$ cat src/rtl/nibble_serial_add_ctrl_if.sv
// Handshake and operand/result bundle for the nibble-serial adder.
interface nibble_serial_add_ctrl_if #(parameter int WIDTH = 16);
  logic             in_valid;
  logic             in_ready;
  logic [WIDTH-1:0] a;
  logic [WIDTH-1:0] b;
  logic             c_in;
  logic             out_valid;
  logic             out_ready;
  logic [WIDTH-1:0] sum;
  logic             c_out;
  logic             ovf;
  logic             busy;

  modport master (
    output in_valid, a, b, c_in, out_ready,
    input  in_ready, out_valid, sum, c_out, ovf, busy
  );

  modport slave (
    input  in_valid, a, b, c_in, out_ready,
    output in_ready, out_valid, sum, c_out, ovf, busy
  );
endinterface

$ cat src/rtl/nibble_serial_add_ctrl.sv
// Adds two WIDTH-bit operands one nibble per clock through a single shared
// 4-bit ripple-carry slice, with valid/ready on both sides.

module nibble_rca4 (
  input  logic [3:0] a,
  input  logic [3:0] b,
  input  logic       ci,
  output logic [3:0] s,
  output logic       co
);
  logic [4:0] c;

  always_comb begin
    c    = '0;
    s    = '0;
    c[0] = ci;
    for (int i = 0; i < 4; i++) begin
      s[i]   = a[i] ^ b[i] ^ c[i];
      c[i+1] = (a[i] & b[i]) | (c[i] & (a[i] ^ b[i]));
    end
    co = c[4];
  end
endmodule

// state | meaning
// IDLE  | waiting for operands, in_ready high
// RUN   | one nibble added per clock, busy high
// DONE  | result held until downstream takes it, out_valid high
module nibble_serial_add_ctrl #(
  parameter int WIDTH = 16
) (
  input logic                     clk,
  input logic                     rst,
  nibble_serial_add_ctrl_if.slave bus
);
  localparam int NIBBLES = WIDTH / 4;
  localparam int IW      = (NIBBLES > 1) ? $clog2(NIBBLES) : 1;

  typedef enum logic [1:0] {IDLE, RUN, DONE} state_t;

  state_t           state;
  logic [WIDTH-1:0] a_reg;
  logic [WIDTH-1:0] b_reg;
  logic [WIDTH-1:0] sum_reg;
  logic             carry;
  logic [IW-1:0]    idx;
  logic             c_out_reg;
  logic             ovf_reg;
  logic             in_ready_reg;
  logic             out_valid_reg;
  logic             busy_reg;

  logic [3:0] a_nib;
  logic [3:0] b_nib;
  logic [3:0] slice_s;
  logic       slice_co;

  // Steer the current nibble into the shared slice.
  always_comb begin
    a_nib = '0;
    b_nib = '0;
    for (int n = 0; n < NIBBLES; n++) begin
      if (idx == IW'(n)) begin
        a_nib = a_reg[n*4 +: 4];
        b_nib = b_reg[n*4 +: 4];
      end
    end
  end

  nibble_rca4 u_slice (
    .a  (a_nib),
    .b  (b_nib),
    .ci (carry),
    .s  (slice_s),
    .co (slice_co)
  );

  always_ff @(posedge clk) begin
    if (rst) begin
      state         <= IDLE;
      a_reg         <= '0;
      b_reg         <= '0;
      sum_reg       <= '0;
      carry         <= 1'b0;
      idx           <= '0;
      c_out_reg     <= 1'b0;
      ovf_reg       <= 1'b0;
      in_ready_reg  <= 1'b1;
      out_valid_reg <= 1'b0;
      busy_reg      <= 1'b0;
    end else begin
      case (state)
        IDLE: begin
          if (bus.in_valid && in_ready_reg) begin
            a_reg        <= bus.a;
            b_reg        <= bus.b;
            carry        <= bus.c_in;
            idx          <= '0;
            sum_reg      <= '0;
            in_ready_reg <= 1'b0;
            busy_reg     <= 1'b1;
            state        <= RUN;
          end
        end
        RUN: begin
          for (int n = 0; n < NIBBLES; n++) begin
            if (idx == IW'(n)) sum_reg[n*4 +: 4] <= slice_s;
          end
          carry <= slice_co;
          if (idx == IW'(NIBBLES - 1)) begin
            // On the last nibble slice_s[3] is the result MSB.
            c_out_reg     <= slice_co;
            ovf_reg       <= a_reg[WIDTH-1] ^ b_reg[WIDTH-1] ^ slice_s[3] ^ slice_co;
            idx           <= '0;
            busy_reg      <= 1'b0;
            out_valid_reg <= 1'b1;
            state         <= DONE;
          end else begin
            idx <= idx + 1'b1;
          end
        end
        DONE: begin
          if (bus.out_ready) begin
            out_valid_reg <= 1'b0;
            in_ready_reg  <= 1'b1;
            state         <= IDLE;
          end
        end
        default: begin
          state         <= IDLE;
          in_ready_reg  <= 1'b1;
          out_valid_reg <= 1'b0;
          busy_reg      <= 1'b0;
        end
      endcase
    end
  end

  assign bus.in_ready  = in_ready_reg;
  assign bus.out_valid = out_valid_reg;
  assign bus.sum       = sum_reg;
  assign bus.c_out     = c_out_reg;
  assign bus.ovf       = ovf_reg;
  assign bus.busy      = busy_reg;
endmodule

$ cat src/flat_wrapper.sv
// flat-port wrapper written by rule: the top's interface ports become plain ports
module nibble_serial_add_ctrl_flat 
#(
  parameter int WIDTH = 16
)
  (clk, rst, bus_in_valid, bus_a, bus_b, bus_c_in, bus_out_ready, bus_in_ready, bus_out_valid, bus_sum, bus_c_out, bus_ovf, bus_busy);
  nibble_serial_add_ctrl_if #(.WIDTH(WIDTH)) bus_i ();
  input logic clk;
  input logic rst;
  input wire logic [$bits(bus_i.in_valid)-1:0] bus_in_valid;
  input wire logic [$bits(bus_i.a)-1:0] bus_a;
  input wire logic [$bits(bus_i.b)-1:0] bus_b;
  input wire logic [$bits(bus_i.c_in)-1:0] bus_c_in;
  input wire logic [$bits(bus_i.out_ready)-1:0] bus_out_ready;
  output wire logic [$bits(bus_i.in_ready)-1:0] bus_in_ready;
  output wire logic [$bits(bus_i.out_valid)-1:0] bus_out_valid;
  output wire logic [$bits(bus_i.sum)-1:0] bus_sum;
  output wire logic [$bits(bus_i.c_out)-1:0] bus_c_out;
  output wire logic [$bits(bus_i.ovf)-1:0] bus_ovf;
  output wire logic [$bits(bus_i.busy)-1:0] bus_busy;
  assign bus_i.in_valid = bus_in_valid;
  assign bus_i.a = bus_a;
  assign bus_i.b = bus_b;
  assign bus_i.c_in = bus_c_in;
  assign bus_i.out_ready = bus_out_ready;
  assign bus_in_ready = bus_i.in_ready;
  assign bus_out_valid = bus_i.out_valid;
  assign bus_sum = bus_i.sum;
  assign bus_c_out = bus_i.c_out;
  assign bus_ovf = bus_i.ovf;
  assign bus_busy = bus_i.busy;
  nibble_serial_add_ctrl #(.WIDTH(WIDTH)) u_core (.clk(clk), .rst(rst), .bus(bus_i));
endmodule
$ cat config.mk
export PLATFORM = sky130hd
export DESIGN_NAME = nibble_serial_add_ctrl_flat
export DESIGN_NICKNAME = d
export VERILOG_FILES = /design/src/rtl/nibble_serial_add_ctrl_if.sv /design/src/rtl/nibble_serial_add_ctrl.sv /design/src/flat_wrapper.sv
export SDC_FILE = /design/constraint.sdc
export NUM_CORES = 1
export LEC_CHECK = 0
export CAP_MARGIN = 20
export CORE_ASPECT_RATIO = 1.75
export CORE_MARGIN = 4
export CORE_UTILIZATION = 35
export DETAILED_ROUTE_END_ITERATION = 16
export HOLD_SLACK_MARGIN = 0.1
export MAX_ROUTING_LAYER = met4
export SLEW_MARGIN = 40
export SYNTH_ARGS = -nofsm -noshare
export SYNTH_HDL_FRONTEND = slang
export SYNTH_HIERARCHICAL = 1
export SYNTH_SLANG_ARGS = --single-unit
$ cat constraint.sdc
create_clock -name clk -period 6.9 [get_ports clk]
set_clock_uncertainty 0.15 [all_clocks]
set_input_delay 0.69 -clock clk [delete_from_list [all_inputs] [get_ports clk]]
set_output_delay 0.69 -clock clk [all_outputs]
set_load 0.02 [all_outputs]
==> results of run 1 <==
## layout make-up
type	instances	area share
inverter	20	0.0216
multi-input combinational	238	0.367
sequential	58	0.333
tap	86	0.0309
clock buffer	14	0.0787
clock inverter	2	0.00287
timing repair buffer	58	0.165
## cells in the final DEF, fill, tap and decap left out, types with 4 or more instances in the layout
cell | synthesis | layout
and3b_1 | 4 | 4
o21ai_0 | 8 | 8
a22o_1 | 8 | 8
nor2_1 | 6 | 6
nand3b_1 | 5 | 5
fa_1 | 4 | 4
a21oi_1 | 70 | 70
ha_1 | 4 | 4
nand2_1 | 91 | 91
nand2b_1 | 4 | 4
clkbuf_16 | 0 | 9
dfxtp_1 | 58 | 58
inv_1 | 20 | 20
nand3_1 | 18 | 18
clkdlybuf4s50_1 | 0 | 56
## power breakdown
group,total [mW],internal [mW],switching [mW],leakage [nW]
registers,0.367,0.353,0.0137,0.473
logic,0.121,0.0539,0.0670,0.640
clock network,0.409,0.270,0.138,0.143
## cells by family after synthesis
family,share of synthesized area
compound gates,0.196
xor+xnor,0.00991
fa+ha+maj,0.0491
buf+inv,0.0816
flops,0.438
simple gates,0.225
## worst max-delay path, cell delays in order (launching register included)
cell	delay [ps]
dfxtp_1	390
inv_1	90
ha_1	410
a21oi_1	180
o21ai_0	90
a22o_1	220
fa_1	410
inv_1	70
fa_1	150
inv_1	50
fa_1	360
inv_1	80
fa_1	400
inv_1	150
xnor2_1	160
xnor2_1	80
a211oi_1	220
## per-stage QoR
step,cells,cell area (um^2),power (mW)
global route,476,3480,0.941
global placement,460,3200,0.492
floorplan,343,2650,0.451
CTS,476,3480,0.905
finish,476,3480,0.896
detailed placement,460,3200,0.495
## worst paths after layout
check / start / to / slack, ps
hold / removal: u_core/b_reg[9] / u_core/b_reg[9] / 310
setup / recovery: u_core/idx[0] / u_core/bus.ovf / 3120
hold reg to reg: u_core/b_reg[9] / u_core/b_reg[9] / 310
setup reg to reg: u_core/idx[0] / u_core/bus.ovf / 3120
## synthesized netlist by cell type (all sizes together)
cell type   n
nand2      91
a21oi      70
dfxtp      58
inv        20
nand3      18
buf        15
clkbuf     12
a22o        8
o21ai       8
nor2        6
nand3b      5
and3b       4
fa          4
ha          4
nand2b      4
xnor2       3
a211oi      2
a21o        1
a22oi       1
a2bb2oi     1
a31oi       1
and4bb      1
nand4bb     1
nor2b       1
nor3b       1
nor4b       1
o21a        1
o21bai      1
## layer usage
layer  routed length [um]  part of all wire  global-route usage  up-vias
li1                     -                 -                   -     1225
met1                 2710              0.42               0.182     1051
met2                 3390              0.53               0.257       38
met3                  244             0.038              0.0415        6
met4                   78             0.012              0.0646        0
met5                    0                 0                   -        -
==> flow_summary.ini, run 1 <==
[route]
drt-vias-per-instance = 4.87
drtAntennaViolNets = 0
dr.first_iter.drc_count = 125
drc = 0
wl_per_cell_um = 13.5
dr.pass1.iters = 4
num_vias = 2320
drt-total-wl_um = 6430

[worst_setup_path]
crit_arrival_ps = 3860
path_max_fanout = 18
cp-start-kind = register
required_ps = 6980
reg2reg_depth = 16
end_kind = register
worstSetupPathType = register to register

[layout]
regArea_um2 = 1160
nets = 430
antenna_cells = 0
final_core_util = 0.478
fillers = 762
areaGrowthSynthToFinish_pct = 31.3
multi_input_area_um2 = 1280
drive_above_1_share = 0.0462

[global_route]
antenna_found_initial = 0
grt.total_usage = 0.158
grt_pass1_wl_um = 10700
first_global_vias = 2216
grt_max_degree = 59
grt_overflow_total = 0

[run]
drv_cap = 0

[sta]
slew-limit-headroom = 0.536
finalCritPeriodShare = 0.547
fmax_ghz = 0.265
period_minus_slack_ps = 3780
finalSetupTns_ps = 0
slew_viol_final = 0
hold_viol = 0
finalSetupViolCount = 0
timing.hold.ws_ps = 305
tightest_slew_ps = 696
rsz0062_at_grt = no
worst_slack_ps = 3120

[placed_design]
gp_congestion = 0.777
port-buffer-count = 57
hpwl_um = 4490
pre_cts_ws_ps = 3150

[synthesis]
synth_seq_cells = 58
seq_area_frac_synth = 0.438
synthTopCellsByArea = dfxtp_1 (44%), a21oi_1 (13%), nand2_1 (13%), nand3_1 (3.4%), fa_1 (3.0%)
avgSynthCellArea_um2 = 7.73
syn_area_um2 = 2650
yosys.cell_types.count = 30
yosys.area.top_type = dfxtp_1
synth_top_area_frac = 0.438
ys_warn_count = 6
syn_inst = 343
synth.net_count = 388

[clocking]
postCtsHoldBufs = 0
ctsResizeCount = 0
clock_path_buffers = 2
clkTransAtPathRegs_ps = 50
cts_buffers = 9
htreeDepth = 3
clock_sinks = 58
cts_setup_buffers = 0
clock_latency_ps = 320
ctsRootBufferMaster = clkbuf_16
cts_tree = done

[floorplanning]
fp.dieW_um = 73.8
die_area_um2 = 9090
die_y_um = 123
core-area_um2 = 7280
initial_core_util = 0.364
fp-row-count = 41
io_pins = 58

[worst_hold_path]
hp-class = register to register
hold_depth = 2

[power]
power_density_nw_per_um2 = 257
p_leak_nw = 1.26
ir_drop_v = 0.000151

[outcome]
status = complete, no violations
Power figures use the tool's default switching activity.
==> inputs of run 2 (changes only) <==
- clock period: 6.9 -> 3.45 ns (I/O delays scaled with it)
==> run 2 against run 1 <==
  * Worst setup slack got worse by 3000 ps
  * Combinational power grew 110%
  * Maximum frequency grew 15%
  * Largest cell class unchanged
  * Non-clock buffer count increased by 8
  * Highest routed layer unchanged
  * Critical path depth stayed put
  * Sequential share of layout area shrank 0.85 points
  * Register-to-register slack got worse by 3000 ps
  * Sequential cell count is the same
==> flow_summary.ini, run 2 (synthesized netlist as in run 1, its figures left out) <==
[layout]
layout_commonest_cell = nand2_1
nets = 438
final_cell_mix = nand2_1 (91), a21oi_1 (69), clkdlybuf4s50_1 (56), dfxtp_1 (56), nand3_1 (18)
regArea_um2 = 1170
drive_above_1_share = 0.0854
fillers = 740
areaGrowthSynthToFinish_pct = 35.6
antenna_cells = 0
finalInstanceArea_um2 = 3600
stdcell_count = 484
final_core_util = 0.494
multi_input_area_um2 = 1310

[power]
clkPwrFrac = 0.469
power_frac_seq = 0.394
ir_drop_v = 0.000323
finalPower_mw = 1.86
p_leak_nw = 1.30
share_comb_of_total_power = 0.138
power_switching_mw = 0.443
internal_power_mw = 1.42
swShare = 0.238
power_density_nw_per_um2 = 518

[clocking]
ctsRootBufferMaster = clkbuf_16
clock_sinks = 58
cts_tree = done
htreeDepth = 3
ctsResizeCount = 1
postCtsHoldBufs = 0
clkTransAtPathRegs_ps = 50
clock_latency_ps = 320
cts_setup_buffers = 0
clock_path_buffers = 2
cts_buffers = 9

[global_route]
antenna_found_initial = 0
grt_overflow_total = 0
grt_max_degree = 59
first_global_vias = 2324
grt.total_usage = 0.159
grt_pass1_wl_um = 10700

[sta]
slew_viol_final = 0
period_minus_slack_ps = 3280
finalSetupViolCount = 0
tightest_slew_ps = 675
timing.hold.ws_ps = 303
finalSetupTns_ps = 0
slew-limit-headroom = 0.550
hold_viol = 0
finalCritPeriodShare = 0.950
fmax_ghz = 0.305
worst_slack_ps = 174

[floorplanning]
die_y_um = 123
fp-row-count = 41
fp.dieW_um = 73.8
io_pins = 58
core-area_um2 = 7280
die_area_um2 = 9090
initial_core_util = 0.364

[worst_setup_path]
rrSetupSlack_ps = 170
path_delay_family = adder cells
end_kind = register
slowest_stage = fa_1
path_max_fanout = 7
path_buf_inv = 5
worstSetupPathType = register to register
crit_arrival_ps = 3360
cp-start-kind = register
cp_common_cell = fa_1
worstSetupStartpoint = u_core/idx[1]
path_cells = inv_2, ha_4, a21oi_2, o21ai_0, a22o_1, fa_1, inv_1, fa_1, inv_1, fa_1, inv_1, fa_1, inv_2, xnor2_1, xnor2_1, a211oi_1
crit-reg2reg-launch = u_core/idx[1]
required_ps = 3540
slowest_delay_ps = 420

[placed_design]
pre_cts_ws_ps = 5.70
place_area_um2 = 3260
port-buffer-count = 57
dp.cells = 468
gp_congestion = 0.844
hpwl_um = 4690

[route]
drt-vias-per-instance = 5.04
dr.pass1.iters = 4
drt-total-wl_um = 6590
dr.first_iter.drc_count = 180
drtAntennaViolNets = 0
wl_per_cell_um = 13.6
drc = 0
num_vias = 2437

[worst_hold_path]
hp-class = register to register
hp-start = u_core/b_reg[11]

[outcome]
status = complete, no violations

[run]
drv_cap = 0
## run 2: changes by cell type in the layout (fill, tap and decap cells not counted), sizes merged
| cell | before | now |
|---|---|---|
| buf | 2 | 10 |
| bufinv | 0 | 1 |
| clkinv | 2 | 1 |
## run 2: layout make-up
class / instances / area share
clock buffer: 14 / 0.0734
clock inverter: 2 / 0.00974
inverter: 20 / 0.0209
multi-input combinational: 238 / 0.365
sequential: 58 / 0.325
tap: 86 / 0.0299
timing repair buffer: 66 / 0.177
## run 2: routing by layer
metal / wire length, um / global-route usage / up-vias
li1: - / - / 1235
met1: 2600 / 0.169 / 1124
met2: 3480 / 0.268 / 62
met3: 309 / 0.0448 / 16
met4: 197 / 0.0737 / 0
met5: 0 / - / -
## run 2: worst reg2reg max path: cells and delay by family, from the launching register on
kind            cells  cell delay (ps)
buf+inv             5              330
xor+xnor            2              200
flops               1              370
fa+ha+maj           5             1520
compound gates      4              630
## run 2: worst paths after layout
check	endpoint	cells after the start
worst min register to register	u_core/b_reg[11]	2
worst min-delay path	u_core/b_reg[11]	2
worst max-delay path	u_core/bus.ovf	16
worst max register to register	u_core/bus.ovf	16
## run 2: power by group through the flow
stage | Combinational [mW] | Sequential [mW] | Clock [mW]
after floorplan | 0.165 | 0.741 | 0
after global placement | 0.253 | 0.745 | 0
after detailed placement | 0.256 | 0.746 | 0
after CTS | 0.257 | 0.733 | 0.900
after global routing | 0.286 | 0.737 | 0.926
final | 0.257 | 0.734 | 0.873
==> inputs of run 3 (changes only) <==
--- a/config.mk
+++ b/config.mk
@@ -14,3 +14,2 @@
 export MAX_ROUTING_LAYER = met4
-export SLEW_MARGIN = 40
 export SYNTH_ARGS = -nofsm -noshare
--- a/constraint.sdc
+++ b/constraint.sdc
@@ -4,2 +4,2 @@
 set_output_delay 0.345 -clock clk [all_outputs]
-set_load 0.02 [all_outputs]
+set_load 0.1 [all_outputs]
==> run 3 against run 2 <==
  * Die area stayed put
  * Count of clock-buffer cells in the layout is the same
  * Sequential cell count did not move
  * Global-route usage grew 0.071 points
  * Non-clock buffer count stayed put
  * Critical path type unchanged
  * Sequential share of layout area rose by 0.057 points
  * Combinational power rose by 14%
  * Critical path depth unchanged
  * First-iteration DRC count shrank 19%
==> flow_summary.ini, run 3 (synthesized netlist as in run 1, its figures left out) <==
[outcome]
status = complete, no violations

[sta]
timing.hold.ws_ps = 303
hold_viol = 0
finalCritPeriodShare = 0.956
fmax_ghz = 0.303
finalSetupTns_ps = 0
period_minus_slack_ps = 3300
slew_viol_final = 0
slew-limit-headroom = 0.315
tightest_slew_ps = 1030
finalSetupViolCount = 0

[clocking]
cts_tree = done
postCtsHoldBufs = 0
ctsResizeCount = 0
clock_path_buffers = 2
ctsRootBufferMaster = clkbuf_16
cts_buffers = 9
clkTransAtPathRegs_ps = 50
htreeDepth = 3
clock_sinks = 58
clock_latency_ps = 320
cts_setup_buffers = 0

[route]
dr.pass1.iters = 4
drt-vias-per-instance = 5.05
drtAntennaViolNets = 0
dr.first_iter.drc_count = 146
drc = 0
num_vias = 2442
drt-total-wl_um = 6650
wl_per_cell_um = 13.7

[global_route]
grt.total_usage = 0.160
grt_max_degree = 59
grt_overflow_total = 0
antenna_found_initial = 0
grt_pass1_wl_um = 10700
first_global_vias = 2319

[placed_design]
port-buffer-count = 57
gp_congestion = 0.844
hpwl_um = 4690
place_area_um2 = 3260

[power]
internal_power_mw = 1.42
ir_drop_v = 0.000299
swShare = 0.251
clkPwrFrac = 0.458
p_leak_nw = 1.30
power_frac_seq = 0.387
power_switching_mw = 0.475
power_density_nw_per_um2 = 528
share_comb_of_total_power = 0.154
finalPower_mw = 1.90

[worst_setup_path]
cp-start-kind = register
required_ps = 3450
worstSetupPathType = register to register
crit_arrival_ps = 3300
slowest_delay_ps = 420
rrSetupSlack_ps = 150
path_buf_inv = 5
end_kind = register
path_cells = inv_2, ha_4, a21oi_1, o21ai_0, a22o_1, fa_1, inv_1, fa_1, inv_1, fa_1, inv_1, fa_1, inv_2, xnor2_1, xnor2_1, a211oi_1
path_max_fanout = 7
cp_common_cell = fa_1
path_delay_family = adder cells
slowest_stage = fa_1

[layout]
layout_commonest_cell = nand2_1
regArea_um2 = 1170
drive_above_1_share = 0.0829
areaGrowthSynthToFinish_pct = 35.4
antenna_cells = 0
final_cell_mix = nand2_1 (91), a21oi_1 (70), clkdlybuf4s50_1 (56), dfxtp_1 (56), nand3_1 (18)
nets = 438
final_core_util = 0.493
multi_input_area_um2 = 1310
fillers = 738
finalInstanceArea_um2 = 3590

[run]
drv_cap = 0

[floorplanning]
die_area_um2 = 9090
fp-row-count = 41
die_y_um = 123
core-area_um2 = 7280
fp.dieW_um = 73.8
initial_core_util = 0.364
io_pins = 58

[worst_hold_path]
hp-class = register to register
run 3: cell counts in the layout (fill, tap and decap cells not counted):
Identical to the previous run, type by type.
run 3: power by group through the flow:
stage                     logic (mW)  registers (mW)  clock network, mW
final                          0.293           0.734              0.869
after global routing           0.321           0.736              0.922
after CTS                      0.292           0.733              0.892
after detailed placement       0.291           0.746                  0
after global placement         0.288           0.745                  0
after floorplan                0.165           0.776                  0
run 3: final timing paths:
kind	start	end	cells after the start
worst min register to register	u_core/b_reg[11]	u_core/b_reg[11]	2
worst max-delay path	u_core/idx[1]	u_core/bus.ovf	16
worst max register to register	u_core/idx[1]	u_core/bus.ovf	16
worst min-delay path	u_core/b_reg[11]	u_core/b_reg[11]	2
run 3: stage by stage:
step | setup WS, ps | instances
floorplan | 7.99 | 343
global placement | 127 | 468
detailed placement | 26.1 | 468
CTS | 10.2 | 484
global route | -6.75 | 484
finish | 152 | 484
run 3: worst register-to-register path, stage by stage (launching register included):
cell and delay [ps]:
dfxtp_4 370, inv_2 60, ha_4 180, a21oi_1 130, o21ai_0 90, a22o_1 200
fa_1 410, inv_1 80, fa_1 160, inv_1 50, fa_1 350, inv_1 70
fa_1 420, inv_2 70, xnor2_1 120, xnor2_1 130, a211oi_1 80
run 3: area by class of cell:
class                   count  area share
well taps                  86      0.0300
multi-input cells         238       0.364
repair buffers             66       0.176
flip-flops and latches     58       0.325
clock inverters             2     0.00976
inverters                  20      0.0209
clock buffers              14      0.0735
run 3: per-layer routing:
layer,up-vias,part of all wire,track usage
met4,0,0.022,0.0714
met5,-,0,-
met3,12,0.039,0.0464
li1,1235,-,-
met2,56,0.54,0.268
met1,1139,0.40,0.170
